**src/rtl/mips32_alu_issue.sv**
```systemverilog
// Execute-stage operand issue register feeding mips32_alu: accepts decoded
// instructions from ID, resolves operands by MEM/WB forwarding and blocks load-use hazards.
module mips32_alu_issue #(
    parameter int DW = 32,
    parameter int RW = 5
) (
    input  logic          clk,
    input  logic          reset,
    input  logic          flush,
    input  logic          id_valid,
    output logic          id_ready,
    input  logic [3:0]    id_alu_op,
    input  logic [RW-1:0] id_rs_addr,
    input  logic [RW-1:0] id_rt_addr,
    input  logic [DW-1:0] id_rs_data,
    input  logic [DW-1:0] id_rt_data,
    input  logic [DW-1:0] id_imm,
    input  logic          id_use_imm,
    input  logic [RW-1:0] id_rd_addr,
    input  logic          id_is_load,
    input  logic          mem_wen,
    input  logic [RW-1:0] mem_rd_addr,
    input  logic [DW-1:0] mem_rd_data,
    input  logic          wb_wen,
    input  logic [RW-1:0] wb_rd_addr,
    input  logic [DW-1:0] wb_rd_data,
    output logic          ex_valid,
    input  logic          ex_ready,
    output logic [DW-1:0] A_in,
    output logic [DW-1:0] B_in,
    output logic [3:0]    ALU_op,
    output logic [RW-1:0] ex_rd_addr,
    output logic          ex_is_load
);

    logic          ex_valid_r;
    logic [DW-1:0] a_r;
    logic [DW-1:0] b_r;
    logic [3:0]    op_r;
    logic [RW-1:0] rd_r;
    logic          is_load_r;
    logic          shadow_v_r;
    logic [RW-1:0] shadow_rd_r;

    logic          rs_hz_s;
    logic          rt_hz_s;
    logic          hazard_s;
    logic          ex_fire_s;
    logic          id_fire_s;
    logic          ready_s;
    logic [DW-1:0] a_sel_s;
    logic [DW-1:0] b_sel_s;

    // A source is blocked while a load producing it sits in EX or has just left EX
    // (its data only reaches the WB bus one cycle later).
    function automatic logic src_blocked(
        input logic [RW-1:0] f_src,
        input logic          f_ex_v,
        input logic          f_ex_ld,
        input logic [RW-1:0] f_ex_rd,
        input logic          f_sh_v,
        input logic [RW-1:0] f_sh_rd
    );
        logic hit;
        if (f_src == {RW{1'b0}}) begin
            hit = 1'b0;
        end else begin
            hit = (f_ex_v && f_ex_ld && (f_ex_rd == f_src)) ||
                  (f_sh_v && (f_sh_rd == f_src));
        end
        return hit;
    endfunction

    // Register 0 reads as zero; MEM forwarding wins over WB, then the register file.
    function automatic logic [DW-1:0] fwd_operand(
        input logic [RW-1:0] f_addr,
        input logic [DW-1:0] f_rf_data,
        input logic          f_mem_wen,
        input logic [RW-1:0] f_mem_rd,
        input logic [DW-1:0] f_mem_data,
        input logic          f_wb_wen,
        input logic [RW-1:0] f_wb_rd,
        input logic [DW-1:0] f_wb_data
    );
        logic [DW-1:0] val;
        if (f_addr == {RW{1'b0}}) begin
            val = {DW{1'b0}};
        end else if (f_mem_wen && (f_mem_rd == f_addr)) begin
            val = f_mem_data;
        end else if (f_wb_wen && (f_wb_rd == f_addr)) begin
            val = f_wb_data;
        end else begin
            val = f_rf_data;
        end
        return val;
    endfunction

    // Load-use hazard detection; rt only matters when the immediate is not used.
    always_comb begin
        rs_hz_s = src_blocked(id_rs_addr, ex_valid_r, is_load_r, rd_r, shadow_v_r, shadow_rd_r);
        rt_hz_s = 1'b0;
        if (!id_use_imm) begin
            rt_hz_s = src_blocked(id_rt_addr, ex_valid_r, is_load_r, rd_r, shadow_v_r, shadow_rd_r);
        end else begin
            rt_hz_s = 1'b0;
        end
        hazard_s = rs_hz_s | rt_hz_s;
    end

    // Handshake: accept only when the slot is empty or draining this cycle.
    always_comb begin
        ex_fire_s = ex_valid_r & ex_ready;
        ready_s   = ~reset & ~flush & ~hazard_s & (~ex_valid_r | ex_ready);
        id_fire_s = id_valid & ready_s;
    end

    // Operand selection at capture time.
    always_comb begin
        a_sel_s = fwd_operand(id_rs_addr, id_rs_data, mem_wen, mem_rd_addr, mem_rd_data,
                              wb_wen, wb_rd_addr, wb_rd_data);
        b_sel_s = {DW{1'b0}};
        if (id_use_imm) begin
            b_sel_s = id_imm;
        end else begin
            b_sel_s = fwd_operand(id_rt_addr, id_rt_data, mem_wen, mem_rd_addr, mem_rd_data,
                                  wb_wen, wb_rd_addr, wb_rd_data);
        end
    end

    // Issue register and load shadow; data registers only move on id_fire so
    // a stalled instruction keeps its operands without re-sampling forward buses.
    always_ff @(posedge clk) begin
        if (reset) begin
            ex_valid_r  <= 1'b0;
            a_r         <= {DW{1'b0}};
            b_r         <= {DW{1'b0}};
            op_r        <= 4'h0;
            rd_r        <= {RW{1'b0}};
            is_load_r   <= 1'b0;
            shadow_v_r  <= 1'b0;
            shadow_rd_r <= {RW{1'b0}};
        end else if (flush) begin
            ex_valid_r  <= 1'b0;
            shadow_v_r  <= 1'b0;
        end else begin
            shadow_v_r  <= ex_fire_s & is_load_r;
            shadow_rd_r <= rd_r;
            if (id_fire_s) begin
                ex_valid_r <= 1'b1;
                a_r        <= a_sel_s;
                b_r        <= b_sel_s;
                op_r       <= id_alu_op;
                rd_r       <= id_rd_addr;
                is_load_r  <= id_is_load;
            end else if (ex_fire_s) begin
                ex_valid_r <= 1'b0;
            end
        end
    end

    assign id_ready   = ready_s;
    assign ex_valid   = ex_valid_r;
    assign A_in       = a_r;
    assign B_in       = b_r;
    assign ALU_op     = op_r;
    assign ex_rd_addr = rd_r;
    assign ex_is_load = is_load_r;

endmodule

```
**config.mk**
```make
export PLATFORM = sky130hd
export DESIGN_NAME = mips32_alu_issue
export DESIGN_NICKNAME = d
export VERILOG_FILES = /design/src/rtl/mips32_alu_issue.sv
export SDC_FILE = /design/constraint.sdc
export NUM_CORES = 1
export LEC_CHECK = 0
export BUFFER_PORTS_ARGS = -buffer_cell sky130_fd_sc_hd__buf_2
export CAP_MARGIN = 20
export CORE_ASPECT_RATIO = 0.9
export CORE_MARGIN = 5
export CORE_UTILIZATION = 42
export CTS_CLUSTER_DIAMETER = 200
export DETAILED_ROUTE_END_ITERATION = 8
export GPL_TIMING_DRIVEN = 0
export PLACE_DENSITY = 0.8
export SYNTH_ARGS = -nofsm -noshare
export SYNTH_HDL_FRONTEND = slang
export SYNTH_SLANG_ARGS = --single-unit
```
**constraint.sdc**
```tcl
create_clock -name clk -period 1.89 [get_ports clk]
set_input_delay 0.0945 -clock clk [delete_from_list [all_inputs] [get_ports clk]]
set_output_delay 0.0945 -clock clk [all_outputs]
set_load 0.005 [all_outputs]
```
==> impl_metrics.yaml <==
setup_path:
  path_buf_inv: 3
  path_max_fanout: 10
  crit_path_top_delay_cell: "dfxtp_4"
  cpLargestDelayFamily: "simple AND/OR/NAND/NOR gates"
  cp_data_required_time_ps: 2090
  endpoint_kind: "flip-flop"
  cp.arrival_ps: 2330
  start_kind: "flip-flop"
  path_cells: "xor2_2 > nor4_2 > a32oi_2 > buf_4 > o21ai_4 > or4_4 > buf_12 > buf_12 > o32ai_2"
  cp.depth: 9
  crit_path_frequent_cell: "buf_12"
  r2r_cells: 9
  slowest_delay_ps: 360
  r2r_setup_slack_ps: -240
  crit_type: "reg2reg"
layout:
  drive_gt1_share_pct: 50.4
  diodes: 0
  fin_cells: 1033
  regArea_um2: 1650
  layout_common_cells: "buf_2, dfxtp_1, mux2i_1"
  layout_commonest_cell: "buf_2"
  fill_cells: 1112
  multi_input_comb_area_um2: 3530
  areaGrowthSynthToFinish_pct: 43.6
  final_nets: 1062
synthesis:
  synth_nets: 780
  yosys.area.top_type: "dfxtp_1"
  synth-seq-cells: 81
  synth_edf_count: 0
  synth_compound_area_share_pct: 28.2
  synth.cell_area_um2: 5360
  synthTopCellsByArea: "dfxtp_1, mux2i_1, o32ai_2"
  synth_top_family_by_area: "compound AO/OA/AOI/OAI gates"
  syn_area_per_cell_um2: 9.21
  yosys.area_share.simple_pct: 6.73
  synthArstFlopShare_pct: 0
  yosysWarnings: 0
  synth.top_cell.area_share_pct: 30.3
  synth_fa_ha_area_share_pct: 0
  ys_seq_area_share_pct: 30.3
  ys_types: 37
  synthMuxAreaShare_pct: 19.6
  synth_flop_cell: "dfxtp_1"
  syn-instance-count: 582
  synth_xor_area_share_pct: 6.54
power_and_ir_drop:
  p_int_mw: 3.32
  power.density_nw_per_um2: 598
  sw_frac_of_total_pct: 27.9
  comb_power_share_pct: 22.9
  seq_power_share_pct: 39.5
  pwr-share-clk_pct: 37.6
  ir_drop_v: 0.000448
  p_switching_mw: 1.28
  power.leakage_nw: 3.51
  finalPower_mw: 4.60
clocking:
  cts_tree: "yes"
  cts_max_level: 3
  clock_sinks: 81
  cts_buffer_depth: 2
  cts_root_buffer: "clkbuf_16"
  clk_latency_ps: 340
  cts_buffers: 9
  path_clk_slew_ps: 60
floorplan:
  chipWidth_um: 129
  coreArea_um2: 12600
  die_y_um: 117
  rows: 39
  die_area_um2: 15100
  start_util_pct: 42.6
  io_pins: 274
run_status:
  violations: "setup timing"
  status: "finished with violations"
timing:
  min_period_over_period_pct: 113
  slew_viol_final: 0
  relSlewSlack_pct: 41.6
  setup_violations: 72
  fmax_mhz: 470
  fin_crit_ps: 2130
  finalHoldViolCount: 0
  fin_tns_setup_ps: -12490
  finClkSkew_ps: 7.48
  worstMarginPinSlew_ps: 877
  rsz0062_at_grt: "true"
  worst_slack_ps: -239
min_path:
  hold_depth: 3
  hp-class: "in2reg"
global_routing:
  grt_pass1_vias: 5651
  grt_max_degree: 13
  grt_util_all_layers_pct: 26.3
  grt_overflow: 0
  grt_pass1_wl_um: 30400
  antenna_found_initial: 0
routing:
  viasPerCell: 5.53
  routed-via-count: 5710
  avgRoutedWirePerCell_um: 20.5
  drtPass1Iterations: 5
  routed_wl_um: 21200
  ant_nets: 0
  drc: 0
  drt_iter0_markers: 325
place:
  port_buffers: 260
  placed_cells: 1006
  dpl.hpwl_um: 15900
  place.gp.congestion: 0.905
flow_run:
  max_cap_violations: 0
==> path summary, 6_finish.rpt <==
check	to	startpoint
max	A_in[6]	shadow_rd_r[3]
min	ex_rd_addr[2]	id_rd_addr[2]
max reg2reg	A_in[6]	shadow_rd_r[3]
min reg2reg	ALU_op[0]	ALU_op[0]
==> worst reg2reg max path, stage by stage, from the launching register on <==
cell     delay [ps]
dfxtp_4         360
xor2_2          190
nor4_2          330
a32oi_2         180
buf_4           170
o21ai_4         200
or4_4           170
buf_12          150
buf_12          150
o32ai_2          80
==> area by class of cell <==
class | instances | area share, %
plain buffers | 63 | 5.63
clock buffers | 15 | 3.74
clock inverters | 1 | 0.0976
inverters | 32 | 1.56
multi-input cells | 404 | 45.9
flip-flops and latches | 81 | 21.4
well taps | 164 | 2.67
repair buffers | 273 | 19.0
==> per-layer routing <==
metal / vias up / track usage [%] / wire (um)
met1: 2680 / 32.5 / 8490
met5: - / 0 / 0
met4: 0 / 8.54 / 529
met2: 285 / 43.6 / 10200
met3: 51 / 8.44 / 1990
li1: 2694 / - / -
==> synth_stat cells, drive strengths merged, types with 2 or more instances <==
cell	count
a21boi	2
a21o	32
a21oi	43
a311oi	32
and3	3
buf	29
clkbuf	36
dfxtp	81
inv	32
mux2	32
mux2i	69
nand2	36
nand3	12
nand4	2
nor2	10
nor4	6
o21ai	43
o32ai	33
or4	2
xnor2	14
xor2	26
==> state kept, by name, summed over array words and instances, names as in the netlist <==
register and cells:
ALU_op 4, ex_valid 1, B_in 32, A_in 32, ex_is_load 1, shadow_v_r 1, shadow_rd_r 5, ex_rd_addr 5
==> stage by stage <==
step                setup slack (ps)  area [um2]  util [%]  hold WS, ps
finish                          -239        7690      61.1         17.4
global route                    -299        7690      61.1         10.5
CTS                             -164        7540      59.9        0.257
detailed placement              -851        6870      54.5          360
global placement                -827        6870      54.5          357
floorplan                       10.6        5360         -          242
==> power by group through the flow <==
stage          Clock, mW  Sequential [mW]  Combinational [mW]
5_1_grt             1.82             1.82                1.14
3_3_place_gp           0             1.85               0.933
2_1_floorplan          0             1.86               0.506
3_5_place_dp           0             1.86               0.944
4_1_cts             1.76             1.82                1.01
6_report            1.73             1.82                1.05
==> repair_timing <==
item / CTS / global route
gates cloned: 2 / 0
hold buffers: 2 / 0
pin swaps: 17 / 2
hold endpoints to repair: 2 / 0
setup endpoints to repair: 76 / 75
setup buffers: 8 / 1
gates resized for setup: 71 / 31
==> logic make-up after synthesis <==
kind of cell | after synthesis
xor gates and xnor gates | 40
AOI/OAI and AO/OA | 188
DFF | 81
buffers and inverters | 97
and+or+nand+nor | 75
muxes | 101
Power figures use the tool's default switching activity.
